`src/rtl/led_status_sequencer.sv`:
```
// LED status sequencer: error-code blink, busy alternation or idle pattern, registered and active-low.
// Optional macro LED_SCAN_EN swaps the idle binary count for a one-hot bounce scan.
module led_status_sequencer #(
  parameter int              WIDTH        = 6,
  parameter int              GAP_TICKS    = 4,
  parameter int              SYNC_STAGES  = 2,
  parameter logic [WIDTH-1:0] BUSY_PATTERN = 6'b101010
) (
  input  logic             led_clock,
  input  logic             RST,
  input  logic             sd_busy,
  input  logic             sd_error,
  input  logic [3:0]       sd_err_code,
  output logic [WIDTH-1:0] led_n,
  output logic             err_latched,
  output logic [2:0]       state_dbg
);
  localparam int GW = $clog2(GAP_TICKS + 1);

  typedef enum logic [2:0] {
    S_COUNT   = 3'd0,
    S_BUSY    = 3'd1,
    S_ERR_ON  = 3'd2,
    S_ERR_OFF = 3'd3,
    S_ERR_GAP = 3'd4
  } state_t;

  state_t                 state_q, state_d;
  logic [SYNC_STAGES-1:0] busy_sync_q, busy_sync_d;
  logic [SYNC_STAGES-1:0] err_sync_q, err_sync_d;
  logic                   err_prev_q, err_prev_d;
  logic                   err_rise_q, err_rise_d;
  logic [4:0]             target_q, target_d;
  logic [4:0]             blink_cnt_q, blink_cnt_d;
  logic [GW-1:0]          gap_cnt_q, gap_cnt_d;
  logic                   err_latched_q, err_latched_d;
  logic [WIDTH-1:0]       led_n_q, led_n_d;
  logic [WIDTH-1:0]       pattern;
  logic                   busy_s, err_s, rise_pending;
`ifdef LED_SCAN_EN
  logic [WIDTH-1:0]       pos_q, pos_d, pos_step;
  logic                   dir_q, dir_d, dir_step;
`else
  logic [WIDTH-1:0]       count_q, count_d;
`endif

  assign busy_s       = busy_sync_q[SYNC_STAGES-1];
  assign err_s        = err_sync_q[SYNC_STAGES-1];
  assign rise_pending = err_s & ~err_prev_q;

`ifdef LED_SCAN_EN
  // dir 0 moves towards the MSB; the end positions turn around without repeating
  always_comb begin
    pos_step = pos_q;
    dir_step = dir_q;
    if (!dir_q) begin
      if (pos_q[WIDTH-1]) begin
        dir_step = 1'b1;
        pos_step = pos_q >> 1;
      end else begin
        pos_step = pos_q << 1;
      end
    end else begin
      if (pos_q[0]) begin
        dir_step = 1'b0;
        pos_step = pos_q << 1;
      end else begin
        pos_step = pos_q >> 1;
      end
    end
  end
`endif

  always_comb begin
    busy_sync_d   = {busy_sync_q[SYNC_STAGES-2:0], sd_busy};
    err_sync_d    = {err_sync_q[SYNC_STAGES-2:0], sd_error};
    err_prev_d    = err_s;
    err_rise_d    = rise_pending;
    state_d       = state_q;
    target_d      = target_q;
    blink_cnt_d   = blink_cnt_q;
    gap_cnt_d     = gap_cnt_q;
    err_latched_d = err_latched_q;
    pattern       = '0;
`ifdef LED_SCAN_EN
    pos_d         = pos_q;
    dir_d         = dir_q;
`else
    count_d       = count_q;
`endif
    case (state_q)
      S_COUNT, S_BUSY: begin
        if (err_rise_q) begin
          state_d       = S_ERR_ON;
          err_latched_d = 1'b1;
          target_d      = (sd_err_code == 4'd0) ? 5'd16 : {1'b0, sd_err_code};
          blink_cnt_d   = 5'd0;
          pattern       = '1;
        end else if (state_q == S_COUNT) begin
          // A rise still in the edge-detect flop outranks a busy that arrived alongside it
          if (busy_s && !rise_pending) begin
            state_d = S_BUSY;
            pattern = BUSY_PATTERN;
          end else begin
`ifdef LED_SCAN_EN
            pos_d   = pos_step;
            dir_d   = dir_step;
            pattern = pos_step;
`else
            count_d = count_q + WIDTH'(1);
            pattern = count_d;
`endif
          end
        end else begin
          if (busy_s) begin
            pattern = led_n_q;
          end else begin
            state_d = S_COUNT;
`ifdef LED_SCAN_EN
            pattern = pos_q;
`else
            pattern = count_q;
`endif
          end
        end
      end
      S_ERR_ON: begin
        blink_cnt_d = blink_cnt_q + 5'd1;
        state_d     = S_ERR_OFF;
      end
      S_ERR_OFF: begin
        if (blink_cnt_q == target_q) begin
          blink_cnt_d = 5'd0;
          gap_cnt_d   = '0;
          state_d     = S_ERR_GAP;
        end else begin
          state_d = S_ERR_ON;
          pattern = '1;
        end
      end
      S_ERR_GAP: begin
        if (gap_cnt_q == GW'(GAP_TICKS - 1)) begin
          state_d = S_ERR_ON;
          pattern = '1;
        end else begin
          gap_cnt_d = gap_cnt_q + GW'(1);
        end
      end
      default: state_d = S_COUNT;
    endcase
    led_n_d = ~pattern;
  end

  always_ff @(posedge led_clock or posedge RST) begin
    if (RST) begin
      state_q       <= S_COUNT;
      busy_sync_q   <= '0;
      err_sync_q    <= '0;
      err_prev_q    <= 1'b0;
      err_rise_q    <= 1'b0;
      target_q      <= 5'd0;
      blink_cnt_q   <= 5'd0;
      gap_cnt_q     <= '0;
      err_latched_q <= 1'b0;
      led_n_q       <= '1;
`ifdef LED_SCAN_EN
      pos_q         <= WIDTH'(1);
      dir_q         <= 1'b0;
`else
      count_q       <= '0;
`endif
    end else begin
      state_q       <= state_d;
      busy_sync_q   <= busy_sync_d;
      err_sync_q    <= err_sync_d;
      err_prev_q    <= err_prev_d;
      err_rise_q    <= err_rise_d;
      target_q      <= target_d;
      blink_cnt_q   <= blink_cnt_d;
      gap_cnt_q     <= gap_cnt_d;
      err_latched_q <= err_latched_d;
      led_n_q       <= led_n_d;
`ifdef LED_SCAN_EN
      pos_q         <= pos_d;
      dir_q         <= dir_d;
`else
      count_q       <= count_d;
`endif
    end
  end

  assign led_n       = led_n_q;
  assign err_latched = err_latched_q;
  assign state_dbg   = state_q;
endmodule

```
`config.mk`:
```
export PLATFORM = sky130hd
export DESIGN_NAME = led_status_sequencer
export DESIGN_NICKNAME = d
export VERILOG_FILES = /design/src/rtl/led_status_sequencer.sv
export SDC_FILE = /design/constraint.sdc
export NUM_CORES = 1
export LEC_CHECK = 0
export CORE_AREA = 2 2 88 90
export CTS_BUF_LIST = sky130_fd_sc_hd__clkbuf_16
export DETAILED_ROUTE_END_ITERATION = 16
export DIE_AREA = 0 0 90 92
export DONT_BUFFER_PORTS = 1
export PLACE_DENSITY = 0.44
export SYNTH_ARGS = -nofsm -noshare
export SYNTH_HDL_FRONTEND = slang
export SYNTH_SLANG_ARGS = --single-unit
```
`constraint.sdc`:
```
create_clock -name led_clock -period 2.8 [get_ports led_clock]
set_input_delay 0.28 -clock led_clock [delete_from_list [all_inputs] [get_ports led_clock]]
set_output_delay 0.28 -clock led_clock [all_outputs]
set_load 0.01 [all_outputs]
```
==> results.tsv, run 1 <==
metric	value	unit
P_leak	0.8216	nW
worst-path maximum fanout	12	
DRC violations left	0	
Mapped Nets	184	
Area Growth Syn to Fin	13.53	%
GR Util All Layers	10.72	%
Flop pwr share	44.6	%
Root Driver	clkbuf_16	
vias per cell	4.758	
ratio of cells with drive above 1 in the final layout	15.43	%
switch share	37.84	%
synth unique cells	43	
crit end category	register	
Antenna Nets Post-Route	0	
f_max	530.7	MHz
Mean Syn Cell Area	10.37	sq um
fillcell total	811	
I/O Buffers	0	
slowest stage delay, CP	0.52	ns
Die H	92	microns
FF+latch count, synth	35	
global-route wire length before repair	6989	microns
Final Hold Violating Endpoints	3	
cell internal pwr	1.366	mW
hold buffers post-CTS	0	
Async SR Flop Fraction	100.0	%
period utilization	67.30	%
storage element area	883.3	sq um
DRT Wirelength	3944	microns
io pins	18	
CP Buf/Inv Count	0	
CTS tree	done	
worst endpoint required time	2.97	ns
number of synthesized flops with an enable pin	0	
Tmin final	1.884	ns
GR Layer Usage met2	15.73	%
largest net degree at the start of global routing	36	
worst path cell trace	or2_4, a2111oi_4, mux2_2	
setup TNS	0	ns
vias post-DR	1318	
Worst slew margin	57.45	%
vias in the first global route	1351	
setup skew after layout	0.004663	ns
P per Cell Area	1085	mW/mm^2
CP max-delay cell	dfrtp_1	
dpl hpwl	2808	microns
GR Util met1	14.40	%
startpoint types	register	
final setup vio count	0	
most crowded layer after global routing	met2	
gr ovfl total	0	
worst-margin pin slew	0.6382	ns
Initial Utilization	23.96	%
grt met3 use	3.615	%
H-tree depth	2	
clk_lat worst skew	0.28	ns
clock transition at the registers of the reported paths	0.06	ns
hold_ws	-0.0009014	ns
cts repair resizes	0	
RSZ-0062 raised after global routing	no	
most frequent cells in the layout	29 x dfrtp_1, 16 x nand2_1, 12 x inv_1, 11 x nor2_1	
Worst EP arrival	2.05	ns
initial antenna violation count	0	
multi-input logic area	832.0	sq um
1st-pass router iterations	4	
CP delay by family, top	flip-flops	
drt wl/cell	14.24	microns
critical path class	reg -> reg	
post-synthesis sequential area ratio	49.51	%
failing checks	hold timing	
# Post-CTS Setup Buffers	0	
RePlAce Congestion	0.7112	
commonest non-fill, non-tap cell in the layout	dfrtp_1	
n_diodes	0	
Post-layout nets	186	
Clock Path Buffers	2	
CTS Sinks	35	
Rows	32	
combinational power share	31.5	%
drt first-iter violations	110	
Most used DFF post-synth	dfrtp_1	
peak supply drop	0.3413	mV
Mapped Area	0.001784	sq mm
Clock power frac	23.9	%
core area	0.007447	sq mm
Net Sw Power	0.8316	mW
Die W	90	microns
status	finished with violations	
Max Cap Violations	0	
CTS Buf Count	5	
die area	0.008280	sq mm
Cells after Synth	172	
power consumption	2.198	mW
HP Class	in -> async	
Synth Warn #	0	
max-slew violation count	0	
==> final timing paths <==
path	depth (start not counted)	startpoint	slack [ns]	end
hold / removal	2	RST	-0.0009	busy_sync_q[0]$_DFF_PP0_
setup reg to reg	3	state_dbg[2]$_DFFE_PP0P_	0.92	count_q[1]$_DFFE_PP0P_
hold reg to reg	0	busy_sync_q[0]$_DFF_PP0_	0.36	busy_sync_q[1]$_DFF_PP0_
max in group asynchronous	2	RST	2.45	led_n[3]$_DFF_PP1_
min in group led_clock	0	sd_busy	0.03	busy_sync_q[0]$_DFF_PP0_
setup / recovery	3	state_dbg[2]$_DFFE_PP0P_	0.92	count_q[1]$_DFFE_PP0P_
==> stage by stage <==
stage | setup WS [ns] | hold slack [ns] | utilization [%] | std cells | area, sq um
final | 0.9155 | -0.0009014 | 27.20 | 277 | 2026
after floorplan | 1.151 | 0.3114 | - | 172 | 1784
after global placement | 0.9367 | 0.3115 | 25.35 | 269 | 1888
after detailed placement | 0.9058 | 0.3115 | 25.35 | 269 | 1888
after global routing | 0.7968 | 0.01746 | 27.20 | 277 | 2026
after CTS | 0.9067 | 0.02000 | 27.20 | 277 | 2026
==> logic make-up (layout without fill, tap and decap cells) <==
family                     count (synthesis)  after routing  synth area share (%)
DFF                                       35             35                 49.51
buffers and inverters                     16             19                 3.857
xor gates and xnor gates                  11             11                 5.400
AOI/OAI and AO/OA                         35             35                 14.45
muxes                                     12             12                 7.293
and+or+nand+nor                           59             59                 16.69
adders and majority gates                  4              4                 2.805
==> power by group through the flow <==
stage	Combinational (mW)	Clock (mW)	Sequential, mW
2_1_floorplan	0.624	0	0.884
3_3_place_gp	0.698	0	0.993
3_5_place_dp	0.696	0	0.997
4_1_cts	0.702	0.545	0.987
5_1_grt	0.806	0.567	1.02
6_report	0.693	0.525	0.980
==> flip-flops by register name, summed over array words and instances (netlist names) <==
name	cells
state_dbg	3
blink_cnt_q	5
err_sync_q	2
busy_sync_q	2
count_q	6
err_prev_q	1
target_q	5
gap_cnt_q	3
err_rise_q	1
err_latched	1
led_n	6
==> cell usage after synthesis, drive strengths merged (4+ instances only) <==
cell,n,area (sq um)
a21oi,4,20.02
buf,5,27.53
dfrtp,29,725.7
dfstp,6,157.7
ha,4,50.05
inv,10,37.54
mux2,8,90.09
mux2i,4,40.04
nand2,16,60.06
nand3,6,30.03
nor2,11,41.29
nor3,8,40.04
o211ai,4,30.03
o21ai,7,35.03
xnor2,8,70.07
==> final cells by class <==
cell class                 instances  share of cell area, %
sequential                        35                  43.61
multi-input combinational        121                  41.07
tap                              102                  6.300
clock buffer                       5                  6.177
inverter                          10                  1.853
clock inverter                     3                 0.6177
timing repair buffer               1                 0.3706
==> per-layer routing <==
metal	routed length (microns)	share of wire, %
met5	0	0
met4	79	2.0
met3	257	6.5
met2	1705	43
met1	1902	48
(Power assumes the default switching activity.)
==> run 2: changes to the inputs <==
clock period = 1.8 ns   (was 2.8 ns; I/O delays follow)
==> results.tsv, run 2 (synthesis gave the netlist of run 1 again) <==
metric	value	unit
Placed Area	0.001971	sq mm
Worst EP arrival	1.83	ns
Die H	92	microns
Rows	32	
largest net degree at the start of global routing	36	
P per Cell Area	1672	mW/mm^2
hold_sp	sd_err_code[2]	
cts repair resizes	0	
clock transition at the registers of the reported paths	0.06	ns
max-slew violation count	0	
Reg2Reg Launch Point	state_dbg[0]$_DFFE_PP0P_	
CTS Buf Count	5	
P_leak	0.8822	nW
GR Util met1	13.70	%
ratio of cells with drive above 1 in the final layout	19.58	%
final setup vio count	0	
Clock Path Buffers	2	
HP Class	in -> reg	
dpl hpwl	2852	microns
I/O Buffers	0	
CTS tree	done	
worst flop-to-flop path endpoint	count_q[1]$_DFFE_PP0P_	
period utilization	92.50	%
CP max-delay cell	dfrtp_1	
slowest stage delay, CP	0.54	ns
die area	0.008280	sq mm
Post-layout nets	200	
r2r worst-path depth	3	
Antenna Nets Post-Route	0	
FF-to-FF setup slack	0.14	ns
gr ovfl total	0	
RSZ-0062 raised after global routing	no	
Initial Utilization	23.96	%
setup TNS	0	ns
vias post-DR	1303	
DRT Wirelength	4058	microns
GR Util All Layers	10.73	%
most crowded layer after global routing	met2	
grt met3 use	3.369	%
1st-pass router iterations	4	
f_max	600.6	MHz
worst path cell trace	buf_4, a2111oi_4, mux2_2	
setup skew after layout	0.005020	ns
status	finished clean	
global-route wire length before repair	6886	microns
worst endpoint required time	1.96	ns
Root Driver	clkbuf_16	
worst-path maximum fanout	14	
crit end category	register	
vias per cell	4.478	
drt wl/cell	13.95	microns
startpoint types	register	
Area Growth Syn to Fin	19.78	%
commonest non-fill, non-tap cell in the layout	dfrtp_1	
Final Hold Violating Endpoints	0	
worst-margin pin slew	0.4886	ns
hold endpoint	target_q[2]$_DFFE_PP0P_	
Tmin final	1.665	ns
drt first-iter violations	107	
initial antenna violation count	0	
vias in the first global route	1328	
DRC violations left	0	
most frequent cells in the layout	29 x dfrtp_1, 16 x nand2_1, 12 x buf_4, 11 x nor2_1, 11 x inv_1	
io pins	18	
core area	0.007447	sq mm
Die W	90	microns
n_diodes	0	
peak supply drop	0.7869	mV
RePlAce Congestion	0.6892	
critical path class	reg -> reg	
CTS Sinks	35	
fillcell total	815	
H-tree depth	2	
hold depth	1	
Worst slew margin	67.43	%
clk_lat worst skew	0.28	ns
Finished Cell Area	0.002137	sq mm
Max Cap Violations	0	
GR Layer Usage met2	16.92	%
## run 2: changes by cell type in the layout (fill, tap and decap cells not counted), sizes merged
cell and delta:
buf +11, clkinv +1, dlygate4sd3 +3, inv -1
## run 2: critical path: cells and delay by family, from the launching register on
kind | cells | cell delay (ns)
muxes | 1 | 0.39
buffers and inverters | 1 | 0.24
AOI/OAI and AO/OA | 1 | 0.38
DFF | 1 | 0.54
## run 2: per-layer routing
| metal | routed length (microns) | part of all wire (%) |
|---|---|---|
| met5 | 0 | 0 |
| met3 | 200 | 4.9 |
| met1 | 2022 | 50 |
| met2 | 1791 | 44 |
| met4 | 44 | 1.1 |
## run 2: cell type report
cell class / instances / area, sq um / share of cell area (%)
Tap cell: 102 / 127.6 / 5.972
Inverter: 10 / 37.54 / 1.756
Multi-Input combinational cell: 121 / 832.0 / 38.93
Clock buffer: 5 / 125.1 / 5.855
Timing Repair Buffer: 15 / 120.1 / 5.621
Clock inverter: 3 / 11.26 / 0.5269
Sequential cell: 35 / 883.3 / 41.33
## run 2: what timing repair did
item	4_1_cts	5_1_grt
hold buffers	3	0
endpoints found under the hold margin	31	0
setup buffers	0	0
## run 2: power by group
part / switching [mW] / leakage [nW] / internal (mW)
clock: 0.315 / 0.0701 / 0.498
sequential: 0.330 / 0.421 / 1.11
combinational: 0.690 / 0.391 / 0.628
total: 1.33 / 0.882 / 2.24
## run 2: how the worst max path moves through the flow
stage / to / slack [ns] / cells past startpoint / from
2_1_floorplan: count_q[1]$_DFFE_PP0P_ / 0.15 / 3 / state_dbg[1]$_DFFE_PP0P_
3_3_place_gp: led_n[3]$_DFF_PP1_ / 0.15 / 4 / blink_cnt_q[0]$_DFFE_PP0P_
3_5_place_dp: count_q[1]$_DFFE_PP0P_ / 0.14 / 3 / state_dbg[0]$_DFFE_PP0P_
4_1_cts: count_q[1]$_DFFE_PP0P_ / 0.14 / 3 / state_dbg[0]$_DFFE_PP0P_
5_1_grt: count_q[1]$_DFFE_PP0P_ / 0.03 / 3 / state_dbg[0]$_DFFE_PP0P_
6_report: count_q[1]$_DFFE_PP0P_ / 0.14 / 3 / state_dbg[0]$_DFFE_PP0P_
## run 2: per-stage QoR
stage          instances  setup WS, ns  power, mW  util [%]  hold slack (ns)
2_1_floorplan        172        0.1512      2.346         -           0.2114
3_3_place_gp         280        0.1485      2.779     26.46           0.2115
3_5_place_dp         280        0.1426      2.778     26.46           0.2115
4_1_cts              291        0.1430      3.626     28.70          0.04138
5_1_grt              291       0.03359      3.858     28.70          0.03964
6_report             291        0.1350      3.573     28.70          0.05138
